--- config.mk ---
export PLATFORM = sky130hd
export DESIGN_NAME = reg_dump_uart
export DESIGN_NICKNAME = d
export VERILOG_FILES = /design/src/rtl/reg_dump_uart.sv
export SDC_FILE = /design/constraint.sdc
export NUM_CORES = 1
export LEC_CHECK = 0
export CORE_ASPECT_RATIO = 1.75
export CORE_MARGIN = 1
export CORE_UTILIZATION = 53
export CTS_CLUSTER_SIZE = 20
export DETAILED_ROUTE_END_ITERATION = 8
export GPL_TIMING_DRIVEN = 0
export PLACE_DENSITY = 0.81
export SKIP_CTS_REPAIR_TIMING = 1
export SYNTH_ARGS = -nofsm -noshare
export SYNTH_HDL_FRONTEND = slang
export SYNTH_SLANG_ARGS = --single-unit
--- constraint.sdc ---
create_clock -name clk -period 3 [get_ports clk]
set_clock_uncertainty 0.15 [all_clocks]
set_input_delay 0.6 -clock clk [delete_from_list [all_inputs] [get_ports clk]]
set_output_delay 0.6 -clock clk [all_outputs]
set_load 0.1 [all_outputs]
--- src/rtl/reg_dump_uart.sv ---
// Register-file dump over UART 8N1: walks x0..x31 through a read port, captures
// each word and sends its four bytes little-endian, LSB-first within each byte.
module reg_dump_uart #(
  parameter int CLK_FREQ  = 12000000,
  parameter int BAUD_RATE = 115200
) (
  input  logic        clk,
  input  logic        reset,
  input  logic        start,
  output logic [4:0]  rf_addr,
  input  logic [31:0] rf_data,
  output logic        tx,
  output logic        busy,
  output logic        done
);

  localparam int CLKS_PER_BIT = CLK_FREQ / BAUD_RATE;
  localparam int CNT_W        = (CLKS_PER_BIT > 1) ? $clog2(CLKS_PER_BIT) : 1;
  localparam logic [CNT_W-1:0] CNT_LAST = CNT_W'(CLKS_PER_BIT - 1);

  typedef enum logic [2:0] {
    IDLE,
    FETCH,
    START,
    DATA,
    STOP
  } state_t;

  state_t            state;
  state_t            state_nxt;
  logic [CNT_W-1:0]  clk_cnt;
  logic [CNT_W-1:0]  clk_cnt_nxt;
  logic [2:0]        bit_idx;
  logic [2:0]        bit_idx_nxt;
  logic [1:0]        byte_idx;
  logic [1:0]        byte_idx_nxt;
  logic [4:0]        reg_idx;
  logic [4:0]        reg_idx_nxt;
  logic [31:0]       shadow;
  logic [31:0]       shadow_nxt;
  logic              done_nxt;
  logic              bit_end;

  assign bit_end = (clk_cnt == CNT_LAST);

  // State and counter registers
  always_ff @(posedge clk) begin
    if (reset) begin
      state    <= IDLE;
      clk_cnt  <= '0;
      bit_idx  <= '0;
      byte_idx <= '0;
      reg_idx  <= '0;
      shadow   <= '0;
      done     <= 1'b0;
    end else begin
      state    <= state_nxt;
      clk_cnt  <= clk_cnt_nxt;
      bit_idx  <= bit_idx_nxt;
      byte_idx <= byte_idx_nxt;
      reg_idx  <= reg_idx_nxt;
      shadow   <= shadow_nxt;
      done     <= done_nxt;
    end
  end

  // Next-state: every tx level holds for exactly CLKS_PER_BIT cycles
  always_comb begin
    state_nxt    = state;
    clk_cnt_nxt  = clk_cnt;
    bit_idx_nxt  = bit_idx;
    byte_idx_nxt = byte_idx;
    reg_idx_nxt  = reg_idx;
    shadow_nxt   = shadow;
    done_nxt     = 1'b0;

    case (state)
      IDLE: begin
        if (start) begin
          state_nxt   = FETCH;
          reg_idx_nxt = '0;
          clk_cnt_nxt = '0;
        end
      end

      FETCH: begin
        shadow_nxt   = rf_data;
        byte_idx_nxt = '0;
        bit_idx_nxt  = '0;
        clk_cnt_nxt  = '0;
        state_nxt    = START;
      end

      START: begin
        if (bit_end) begin
          clk_cnt_nxt = '0;
          bit_idx_nxt = '0;
          state_nxt   = DATA;
        end else begin
          clk_cnt_nxt = clk_cnt + CNT_W'(1);
        end
      end

      DATA: begin
        if (bit_end) begin
          clk_cnt_nxt = '0;
          if (bit_idx == 3'd7) begin
            state_nxt = STOP;
          end else begin
            bit_idx_nxt = bit_idx + 3'd1;
          end
        end else begin
          clk_cnt_nxt = clk_cnt + CNT_W'(1);
        end
      end

      STOP: begin
        if (bit_end) begin
          clk_cnt_nxt = '0;
          if (byte_idx != 2'd3) begin
            byte_idx_nxt = byte_idx + 2'd1;
            state_nxt    = START;
          end else if (reg_idx != 5'd31) begin
            reg_idx_nxt = reg_idx + 5'd1;
            state_nxt   = FETCH;
          end else begin
            done_nxt  = 1'b1;
            state_nxt = IDLE;
          end
        end else begin
          clk_cnt_nxt = clk_cnt + CNT_W'(1);
        end
      end

      default: begin
        state_nxt = IDLE;
      end
    endcase
  end

  // Outputs decoded from registered state; {byte_idx, bit_idx} is the bit position in the word
  always_comb begin
    tx      = 1'b1;
    busy    = (state != IDLE);
    rf_addr = (state == IDLE) ? 5'd0 : reg_idx;
    case (state)
      START:   tx = 1'b0;
      DATA:    tx = shadow[{byte_idx, bit_idx}];
      default: tx = 1'b1;
    endcase
  end

endmodule

==> run_results.csv <==
group,metric,value,unit
outcome,outcome,"finished, final reports clean",
routing,drtAntennaViolNets,0,
global_route,top_usage_layer,"met2",
global_route,grt_first_pass_wirelength,10000,um
final_layout,fill_cells,387,
pwr,powerDensity,491,nW/um^2
clock_tree,clk_pin_slew,0.10,ns
yosys,synth_fp_nets,359,
final_layout,layout-drive-gt1-share,0.129,
timing,min_period,2.97,ns
placed_design,place_congestion,0.786,
floorplanning,dieArea,5300,um^2
timing,timing.fmax,0.337,GHz
global_route,grt_max_degree,17,
placed_design,port-buffer-count,42,
pwr,leakage,1.22,nW
clock_tree,clockRootBuffer,"clkbuf_8",
setup_path,crit_arrival,2.22,ns
setup_path,endpoint,"tx",
floorplanning,die_x,55.5,um
setup_path,required,2.25,ns
setup_path,regToRegEndpoint,"reg_idx[3]",
job,maxCapViolCount,0,
clock_tree,clock_latency,0.31,ns
pwr,vdd_drop_max,0.000388,V
final_layout,final_area,3290,um^2
timing,finalCritPeriodShare,0.989,
yosys,synthFlopType,"dfxtp_1",
yosys,ys_async_sr_fraction,0,
floorplanning,rows,33,
routing,first_pass_iters,4,
routing,drtIter0Drc,71,
global_route,grt_pass1_vias,2323,
pwr,total_power,1.62,mW
yosys,synthMuxAreaShare,0.0788,
yosys,synth_fa_ha_area_frac,0.0283,
yosys,ys_seq_area_frac,0.400,
final_layout,fin_nets,411,
timing,rsz0062_at_grt,"true",
setup_path,start_kind,"flip-flop",
setup_path,r2r_setup_slack,0.56,ns
placed_design,pre_cts_ws,-0.650,ns
clock_tree,cts.sinks,53,
final_layout,final_cell_mix,"nand2_1, dfxtp_1, a21oi_1",
yosys,syn-cell-area,2650,um^2
routing,vias_per_cell,5.63,
global_route,antenna_found_initial,0,
clock_tree,tritoncts.num_buffers,5,
global_route,grt.met3_usage,0.0339,
timing,drv_slew,0,
final_layout,antenna_cells,0,
yosys,synth_top_family_by_area,"simple AND/OR/NAND/NOR gates",
floorplanning,initial_utilization,0.558,
timing,setup_violations,0,
floorplanning,die_h,95.5,um
timing,worstMarginPinSlew,0.962,ns
yosys,syn-instance-count,318,
setup_path,cp-startpoint,"bit_idx[0]",
yosys,yosys.area_share.simple,0.271,
global_route,grt_overflow,0,
global_route,grt_util_all_layers,0.240,
clock_tree,clockBufferDepth,2,
hold_path,hp-class,"flip-flop to flip-flop",
yosys,avgSynthCellArea,8.33,um^2
yosys,synth_cell_types,50,
setup_path,crit_type,"flip-flop to output port",
timing,hold_viol,0,
timing,layout_setup_ws,0.0325,ns
routing,drt-total-wl,6020,um
final_layout,final_common_cell,"nand2_1",
setup_path,timing.rr.start,"reg_idx[0]",
global_route,met1_usage,0.241,
clock_tree,cts_tree,"yes",
floorplanning,core-area,4750,um^2
placed_design,place_area,3140,um^2
setup_path,end_kind,"output port",
routing,wire_per_inst,14.2,um
timing,relSlewSlack,0.357,
setup_path,worst-path-max-fanout,7,
setup_path,r2r_cells,8,
yosys,yosysWarnings,0,
yosys,synthXorXnorAreaFrac,0.0132,
timing,setup_tns,0,ns
placed_design,dp.final_hpwl,4420,um
routing,drc,0,
floorplanning,num_io_pins,43,
yosys,synth-seq-cells,53,
clock_tree,htree_levels,2,
global_route,grt_use_met2,0.474,
final_layout,syn_to_final_growth,24.2,%
yosys,synth_compound_area_frac,0.169,
yosys,synth_edf_count,0,
routing,vias,2381,
flip-flops by register name (all words and copies together), names as in the netlist:
name and flops:
byte_idx 2, clk_cnt 7, state 3, bit_idx 3, reg_idx 5, shadow 32, done 1
cells in the mapped netlist, drive strengths merged (5+ instances only):
master | instances | share of area
clkbuf | 16 | 0.023
nand4 | 8 | 0.019
a21oi | 46 | 0.087
ha | 6 | 0.028
dfxtp | 53 | 0.40
and2 | 5 | 0.012
nand2 | 75 | 0.11
nor2b | 11 | 0.026
nor2 | 17 | 0.027
nand2b | 7 | 0.017
mux4 | 5 | 0.042
mux2i | 5 | 0.024
buf | 5 | 0.0099
o21ai | 5 | 0.0094
inv | 5 | 0.0071
power breakdown:
group / internal [mW] / switching, mW / total (mW)
clock network: 0.272 / 0.238 / 0.510
registers: 0.746 / 0.0265 / 0.773
logic: 0.140 / 0.194 / 0.334
worst max-delay path, stage by stage (launching register included):
cell      delay (ns)
dfxtp_2         0.36
buf_6           0.14
mux4_2          0.51
mux2_2          0.29
a221oi_2        0.29
o21ai_2         0.12
buf_12          0.20
per-stage QoR:
| stage | hold WS [ns] | std cells | utilization |
|---|---|---|---|
| global route | 0.323 | 423 | 0.693 |
| detailed placement | 0.296 | 412 | 0.661 |
| global placement | 0.289 | 412 | 0.661 |
| CTS | 0.308 | 420 | 0.686 |
| finish | 0.305 | 423 | 0.693 |
| floorplan | 0.282 | 318 | - |
kinds of logic after synthesis:
logic type / count (synthesis)
AND/OR/NAND/NOR: 145
AO/OA/AOI/OAI: 71
flip-flops: 53
buffers and inverters: 26
multiplexers: 13
adder cells (fa/ha/maj): 6
XOR/XNOR: 4
final cells by class:
cell class	count	area [um^2]	area share
multi-input cells	239	1500	0.456
flip-flops and latches	53	1060	0.323
repair buffers	45	423	0.129
plain buffers	21	101	0.0308
clock buffers	6	82.6	0.0251
well taps	52	65.1	0.0198
clock inverters	2	37.5	0.0114
inverters	5	18.8	0.00570
worst min-delay path by stage:
| stage | startpoint | to | cells after the start |
|---|---|---|---|
| 2_1_floorplan | shadow[0] | shadow[0] | 2 |
| 3_3_place_gp | shadow[21] | shadow[21] | 2 |
| 3_5_place_dp | shadow[7] | shadow[7] | 2 |
| 4_1_cts | shadow[22] | shadow[22] | 2 |
| 5_1_grt | shadow[22] | shadow[22] | 2 |
| 6_report | shadow[22] | shadow[22] | 2 |
per-layer routing:
layer  up-vias  wire [um]
met1      1115       2350
met3        11        125
met4         0        146
li1       1209          -
met2        46       3400
met5         -          0
(Power assumes the default switching activity.)
